`src/rtl/conv_k3_pkg.sv`:
```
// Shared definitions for the K=3, rate-1/2 (7,5) convolutional code.
// The encoder uses them, and so can the decoder's path_id logic and any checker.
package conv_k3_pkg;

  localparam logic [2:0] G1 = 3'b111;
  localparam logic [2:0] G0 = 3'b101;
  localparam int K = 3;
  localparam int STATE_W = K - 1;

  typedef enum logic [1:0] {S_DATA, S_TAIL1, S_TAIL2} fsm_t;

  // Code symbol {c1,c0} for input u leaving state {u(t-1),u(t-2)}
  function automatic logic [1:0] branch_sym(input logic [STATE_W-1:0] state, input logic u);
    logic [K-1:0] taps;
    taps = {u, state};
    return {^(taps & G1), ^(taps & G0)};
  endfunction

  // New state MSB is the input bit, matching the decoder's state numbering
  function automatic logic [STATE_W-1:0] branch_next(input logic [STATE_W-1:0] state, input logic u);
    return {u, state[STATE_W-1:1]};
  endfunction

endpackage

```
`src/rtl/conv_k3_branch.sv`:
```
// One trellis branch of the (7,5) code: maps (state, input bit) to (symbol, next state).
module conv_k3_branch
  import conv_k3_pkg::*;
(
  input  logic [STATE_W-1:0] s,
  input  logic               u,
  output logic [1:0]         sym,
  output logic [STATE_W-1:0] next_s
);

  assign sym    = branch_sym(s, u);
  assign next_s = branch_next(s, u);

endmodule

```
`src/rtl/conv_encoder_k3.sv`:
```
// Rate-1/2 K=3 convolutional encoder with optional 2-bit zero tail per frame,
// a single-entry output register with valid/ready handshake on both sides.
module conv_encoder_k3
  import conv_k3_pkg::*;
#(
  parameter int TAIL_EN  = 1,
  parameter int MAX_INFO = 254,
  parameter int CNT_W    = 8
) (
  input  logic       clk,
  input  logic       rst,
  input  logic       in_valid,
  output logic       in_ready,
  input  logic       in_bit,
  input  logic       in_last,
  output logic       out_valid,
  input  logic       out_ready,
  output logic [1:0] out_sym,
  output logic       out_last,
  output logic       overflow,
  output logic       busy
);

  fsm_t               fsm_reg;
  logic [STATE_W-1:0] s_reg;
  logic [CNT_W-1:0]   cnt_reg;

  logic               out_slot;
  logic               accept;
  logic               u_sel;
  logic [1:0]         br_sym;
  logic [STATE_W-1:0] br_next;
  logic [CNT_W:0]     cnt_inc;
  logic               forced_end;
  logic               frame_end;

  assign out_slot   = !out_valid || out_ready;
  assign in_ready   = (fsm_reg == S_DATA) && out_slot;
  assign accept     = in_valid && in_ready;
  // Tail states feed zeros through the same branch logic
  assign u_sel      = (fsm_reg == S_DATA) ? in_bit : 1'b0;
  assign cnt_inc    = {1'b0, cnt_reg} + (CNT_W+1)'(1);
  assign forced_end = (cnt_inc == (CNT_W+1)'(MAX_INFO));
  assign frame_end  = in_last || forced_end;
  assign busy       = (cnt_reg != '0) || (fsm_reg != S_DATA);

  conv_k3_branch u_branch (
    .s      (s_reg),
    .u      (u_sel),
    .sym    (br_sym),
    .next_s (br_next)
  );

  always_ff @(posedge clk or negedge rst) begin
    if (!rst) begin
      fsm_reg   <= S_DATA;
      s_reg     <= '0;
      cnt_reg   <= '0;
      out_valid <= 1'b0;
      out_sym   <= 2'b00;
      out_last  <= 1'b0;
      overflow  <= 1'b0;
    end else begin
      // Drained symbol clears valid unless a new one is loaded below
      if (out_ready) out_valid <= 1'b0;
      case (fsm_reg)
        S_DATA: begin
          if (accept) begin
            out_valid <= 1'b1;
            out_sym   <= br_sym;
            out_last  <= 1'b0;
            s_reg     <= br_next;
            cnt_reg   <= cnt_inc[CNT_W-1:0];
            if (forced_end && !in_last) overflow <= 1'b1;
            if (frame_end) begin
              if (TAIL_EN != 0) begin
                fsm_reg <= S_TAIL1;
              end else begin
                out_last <= 1'b1;
                s_reg    <= '0;
                cnt_reg  <= '0;
              end
            end
          end
        end
        S_TAIL1: begin
          if (out_slot) begin
            out_valid <= 1'b1;
            out_sym   <= br_sym;
            out_last  <= 1'b0;
            s_reg     <= br_next;
            fsm_reg   <= S_TAIL2;
          end
        end
        S_TAIL2: begin
          if (out_slot) begin
            out_valid <= 1'b1;
            out_sym   <= br_sym;
            out_last  <= 1'b1;
            s_reg     <= br_next;
            cnt_reg   <= '0;
            fsm_reg   <= S_DATA;
          end
        end
        default: fsm_reg <= S_DATA;
      endcase
    end
  end

endmodule
```
`config.mk`:
```
export PLATFORM = sky130hd
export DESIGN_NAME = conv_encoder_k3
export DESIGN_NICKNAME = d
export VERILOG_FILES = /design/src/rtl/conv_k3_pkg.sv /design/src/rtl/conv_k3_branch.sv /design/src/rtl/conv_encoder_k3.sv
export SDC_FILE = /design/constraint.sdc
export NUM_CORES = 1
export LEC_CHECK = 0
export ABC_AREA = 1
export BUFFER_PORTS_ARGS = -buffer_cell sky130_fd_sc_hd__clkbuf_2
export CORE_ASPECT_RATIO = 1.5
export CORE_MARGIN = 2
export CORE_UTILIZATION = 40
export DETAILED_ROUTE_END_ITERATION = 10
export SYNTH_ARGS = -nofsm -noshare
export SYNTH_HDL_FRONTEND = slang
export SYNTH_SLANG_ARGS = --single-unit
```
`constraint.sdc`:
```
create_clock -name clk -period 1.8 [get_ports clk]
set_clock_uncertainty 0.15 [all_clocks]
set_input_delay 0.09 -clock clk [delete_from_list [all_inputs] [get_ports clk]]
set_output_delay 0.09 -clock clk [all_outputs]
set_load 0.05 [all_outputs]
```
* Word-level counts from Yosys, hierarchy flattened *
Index checks and enable logic that the tools add are counted.

word-level totals
  logic and storage cells = 61
  input port bits = 6
  output and inout port bits = 7
  bits in registers = 17

operators by class
  add/sub/neg operators = 1
  reduce and logical (&&, ||, !) cells = 22
  muxes and demuxes = 23
  equality and inequality tests = 8

operators with widths
  operator                                               count
  two-way mux 2 bit                                      8
  two-way mux 8 bit                                      2
  case mux 8 bit (2 select lines)                        1
  adder 8 x 1 -> 9 bit, second input constant            1
  == test 9 x 8 -> 1 bit, second input constant          1
  AND reduction 3 bit                                    3
  inequality test 2 bit, second input constant           4
  case mux 2 bit (2 select lines)                        2
  AND reduction 4 bit                                    2
  nonzero test 8 bit                                     1
  two-way mux 1 bit                                      7
  case mux 2 bit (3 select lines)                        1
  nonzero test 2 bit                                     3
  parity 3 bit                                           2
  logical AND 1 bit                                      3
  logical OR 1 bit                                       3
  case mux 1 bit (3 select lines)                        1
  nonzero test 3 bit                                     1
  == test 2 x 1 -> 1 bit, second input constant          1
  == test 2 bit, second input constant                   1
  zero test 1 bit                                        2
  zero test 2 bit                                        1
  inequality test 2 x 1 -> 1 bit, second input constant  1
  case mux 1 bit (2 select lines)                        1
  OR reduction 2 bit                                     1

* Logic depth before layout (Yosys ltp) *
  word-level depth = 6
  gate-level depth with buffers = 12
  mapped depth without buffers = 12

* Modules after synthesis *
From an unflattened synthesis, not the netlist that was laid out.

second synthesis, totals
  cell total of the unflattened synthesis = 133
  area, all modules = 1059.8 um^2

by module, submodules not included
  module           seq. area each (um^2)  cells an instance  times used  area each (um^2)
  conv_encoder_k3  425.4                  120                1           1001.0
  conv_k3_branch   0.0                    13                 1           58.8

* Worst setup path after synthesis *
Ideal clock, no wire load.

  path type = reg2reg
  start = register fsm_reg[0]
  end = register out_last
  stages on the path, launching flop included = 12
  buffers on the path = 0
  arrival time = 1.740 ns
  library setup time = 0.122 ns
  path slack = -0.213 ns
  data required time = 1.528 ns
  clock period less this slack = 2.013 ns
  cells stage by stage = dfrtp_1 -> inv_1 -> ha_1 -> inv_2 -> nor2_4 -> nand2_2 -> nand2_4 -> o21ai_4 -> nor2_4 -> nand2_1 -> nand2_1 -> o21ai_1

between the ends
  cells in the longest elaborated chain, start to end = 5
  elaborated cells between the ends (all ways) = 11
  those cells by class = eq/ne (5); mux (1); reduce/logical (5)

RTL lines
  what                                    line                   source
  start: declaration                      conv_encoder_k3.sv:24  fsm_t fsm_reg;
  start signal: assignment                conv_encoder_k3.sv:56  fsm_reg <= S_DATA;
  start signal: assignment                conv_encoder_k3.sv:77  fsm_reg <= S_TAIL1;
  start signal: assignment                conv_encoder_k3.sv:92  fsm_reg <= S_TAIL2;
  zero test 2 bit                         conv_encoder_k3.sv:38  assign in_ready = (fsm_reg == S_DATA) && out_slot;
  logical AND 1 bit                       conv_encoder_k3.sv:38
  named net in_ready                      conv_encoder_k3.sv:13  output logic in_ready,
  logical AND 1 bit                       conv_encoder_k3.sv:39  assign accept = in_valid && in_ready;
  inequality test 2 bit (no source line)  -
  AND reduction 4 bit (no source line)    -
  end signal: assignment                  conv_encoder_k3.sv:61  out_last <= 1'b0;
  end signal: assignment                  conv_encoder_k3.sv:71  out_last <= 1'b0;
  end signal: assignment                  conv_encoder_k3.sv:79  out_last <= 1'b1;
  end: declaration                        conv_encoder_k3.sv:19  output logic out_last,

The timed path passes the listed nets, and every way through them passes these cells.
A chain may end at the register's enable or synchronous reset.

* Worst setup path after layout *
  start = register fsm_reg[0]
  end = output port busy

between the ends
  cells in the longest elaborated chain, start to end = 2

RTL lines
  what                line                   source
  nonzero test 2 bit  conv_encoder_k3.sv:45  assign busy = (cnt_reg != '0) || (fsm_reg != S_DATA);
  logical OR 1 bit    conv_encoder_k3.sv:45
  end: declaration    conv_encoder_k3.sv:21  output logic busy

Every way passes these cells.

==> impl_metrics.env <==
export IMPL_net_switching_power_mw=1.11
export IMPL_grt_start_max_net_pins=18
export IMPL_place_congestion=0.856
export IMPL_muxShareOfSynthArea=0
export IMPL_floorplan_initialDensity=0.427
export IMPL_cp_required_ps=1560
export IMPL_worst_slew_pin_transition_ps=436
export IMPL_ioPinCount=13
export IMPL_die_area_um2=3080
export IMPL_drtIter0Drc=12
export IMPL_drc=0
export IMPL_final_net_count=173
export IMPL_hold_class="in -> reg"
export IMPL_synth_net_count=146
export IMPL_netlist_cell_type_count=24
export IMPL_report_final_slew_viol_count=0
export IMPL_leakagePower_nw=0.634
export IMPL_synthesis_stage_register_bit_count=17
export IMPL_synth_sequential_area_ratio=0.402
export IMPL_worst_slack_on_hold_paths_ps=3.28
export IMPL_synth_main_ff_cell="sky130_fd_sc_hd__dfrtp_1"
export IMPL_post_drt_wl_per_cell_um=12.5
export IMPL_die_width_um=46
export IMPL_yosysTopAreaCellShare=0.402
export IMPL_sum_neg_setup_slack_ps=0
export IMPL_seq_power_share=0.264
export IMPL_endpoint_kind="primary output"
export IMPL_placement_rows=22
export IMPL_final_setup_viol_count=0
export IMPL_gr_total_overflow=0
export IMPL_outcome="finished, final reports clean"
export IMPL_drv_cap=0
export IMPL_number_of_vias_per_cell_after_detailed_routing=5.09
export IMPL_powerDensity_nw_per_um2=1660
export IMPL_cellInternalPower_mw=1.10
export IMPL_antenna_cells_inserted=0
export IMPL_critical_path_top_delay_family="flip-flops"
export IMPL_largest_register_ff_count=8
export IMPL_clock_tree_root_cell="sky130_fd_sc_hd__clkbuf_4"
export IMPL_tritoncts_clock_tree="yes"
export IMPL_globalRouteMet2Util=0.295
export IMPL_aggregate_global_route_resource_usage=0.169
export IMPL_synthCells=133
export IMPL_worst_setup_path_start_kind="register"
export IMPL_vdd_ir_drop_worst_mv=0.853
export IMPL_comb_power_share=0.640
export IMPL_post_synth_fa_ha_maj_area_fraction=0.0827
export IMPL_ys_top_cells_by_area="sky130_fd_sc_hd__dfrtp_1, sky130_fd_sc_hd__nand2_1, sky130_fd_sc_hd__ha_1"
export IMPL_setup_worst_path_class="reg -> out"
export IMPL_post_synth_instance_area_um2=1060
export IMPL_vias_in_the_first_global_route=885
export IMPL_numPortBuffers=12
export IMPL_synth_top_family_by_area="simple AND/OR/NAND/NOR gates"
export IMPL_max_slew_headroom=0.709
export IMPL_postLayoutCoreUtil=0.537
export IMPL_dp_final_hpwl_um=1670
export IMPL_globalRouteMet1Util=0.192
export IMPL_share_of_post_route_cells_with_drive_strength_above_1=0.340
export IMPL_drt_wl_total_um=2280
export IMPL_max_freq_mhz=589
export IMPL_synth_compound_area_frac=0.115
export IMPL_ys_async_sr_fraction=1.00
export IMPL_timing_final_crit_period_ps=1700
export IMPL_grt_pass1_wl_um=3770
export IMPL_numClockSinks=17
export IMPL_edff_count_synth=0
export IMPL_cp_max_fo=4
export IMPL_slowest_delay_ps=410
export IMPL_layout_cells_most_common="sky130_fd_sc_hd__nand2_1"
export IMPL_crit_slowest_cell="sky130_fd_sc_hd__dfrtp_1"
export IMPL_sw_frac_of_total=0.503
export IMPL_fp_coreArea_um2=2480
export IMPL_synth_avg_cell_area_um2=7.96
export IMPL_instances_no_fill=183
export IMPL_syn2layout_area_growth_pct=25.8
export IMPL_placedInstanceArea_um2=1180
export IMPL_clockPowerShare=0.096
export IMPL_cp_num_buf_inv=3
export IMPL_antenna_violations_before_repair=0
export IMPL_insertion_delay_ps=290
export IMPL_period_utilization_post_route=0.943
export IMPL_detail_route_first_pass_iterations=4
export IMPL_synthXorXnorAreaFrac=0.00827
export IMPL_grt_busiest_layer="met2"
export IMPL_antenna_left=0
export IMPL_commonest_cells_after_routing_fill_and_taps_aside="sky130_fd_sc_hd__nand2_1, sky130_fd_sc_hd__inv_1, sky130_fd_sc_hd__dfrtp_1"
export IMPL_netlist_top_cell_by_area="sky130_fd_sc_hd__dfrtp_1"
export IMPL_postLayoutCellArea_um2=1330
export IMPL_cts_max_level=1
export IMPL_cts_root_to_sink_buffers=2
export IMPL_via_count=932
export IMPL_place_inst=171
export IMPL_chipHeight_um=67.0
export IMPL_numCtsBuffers=3
export IMPL_synthesis_yosys_warnings=0
export IMPL_cts_reportedPaths_clkPinSlew_ps=100
export IMPL_synthSimpleGateAreaFrac=0.304
export IMPL_hold_viol=0
export IMPL_arrival_worst_endpoint_ps=1460
export IMPL_grt_use_met3=0.0163
export IMPL_critical_path_cell_list="inv_2, ha_4, inv_4, nor4_4, nand4_1, buf_8"
==> tightest hold or removal path: stages <==
cell	delay, ps
sky130_fd_sc_hd__clkbuf_2	110
sky130_fd_sc_hd__nand2_4	70
sky130_fd_sc_hd__inv_1	60
sky130_fd_sc_hd__o21ai_1	50
sky130_fd_sc_hd__nand2_1	50
==> layout make-up <==
cell class | count | area [um^2]
Inverter | 23 | 88.8
Timing Repair Buffer | 23 | 158
Sequential cell | 17 | 430
Clock buffer | 3 | 22.5
Clock inverter | 1 | 5.00
Tap cell | 24 | 30.0
Multi-Input combinational cell | 92 | 597
Fill cell | 244 | 1150
==> metrics by stage <==
stage / setup WS, ps / power (mW)
after detailed placement: 12.8 / 1.84
final: 102 / 2.21
after global placement: 23.8 / 1.82
after global routing: -7.67 / 2.40
after CTS: 25.0 / 2.11
after floorplan: -29.7 / 1.57
==> per-layer routing <==
metal | wire [um] | up-vias
li1 | - | 474
met5 | 0 | -
met2 | 1280 | 7
met4 | 38 | 0
met3 | 27 | 4
met1 | 941 | 447
==> cell families (layout without fill, tap and decap cells) <==
kind of cell             count (synthesis)  count (layout)
AND/OR/NAND/NOR                         66              66
adder cells (fa/ha/maj)                  7               7
XOR/XNOR                                 1               1
flip-flops                              17              17
buffers and inverters                   24              50
AO/OA/AOI/OAI                           18              18
==> power by group through the flow <==
stage                     combinational (mW)  sequential (mW)  clock (mW)
final                                   1.41            0.584       0.212
after global routing                    1.57            0.598       0.232
after CTS                               1.33            0.569       0.217
after detailed placement                1.27            0.575           0
after global placement                  1.25            0.570           0
after floorplan                        0.865            0.704           0
==> what timing repair did <==
item,CTS,global route
pin swaps,2,6
setup endpoints to repair,3,3
hold buffers,2,0
buffers inserted,1,5
resized for setup,4,10
hold endpoints to repair,18,0
==> cell usage after synthesis (all sizes together) (3+ instances only) <==
cell	number
inv	23
nor2	15
ha	7
o22ai	4
o21ai	10
dfrtp	17
nand2	38
nand3	9
a21oi	3
nand4	3
==> final timing paths <==
path | start | slack [ps] | endpoint | depth (start not counted)
worst min register to register | overflow | 320 | overflow | 1
worst min-delay path | in_valid | 3 | out_valid | 5
worst max-delay path | fsm_reg[0] | 100 | busy | 6
max in group asynchronous | rst | 1070 | cnt_reg[1] | 2
worst max register to register | cnt_reg[1] | 120 | fsm_reg[0] | 11
min in group asynchronous | rst | 100 | cnt_reg[5] | 2
Note: power is estimated with default switching activity, not from simulation.
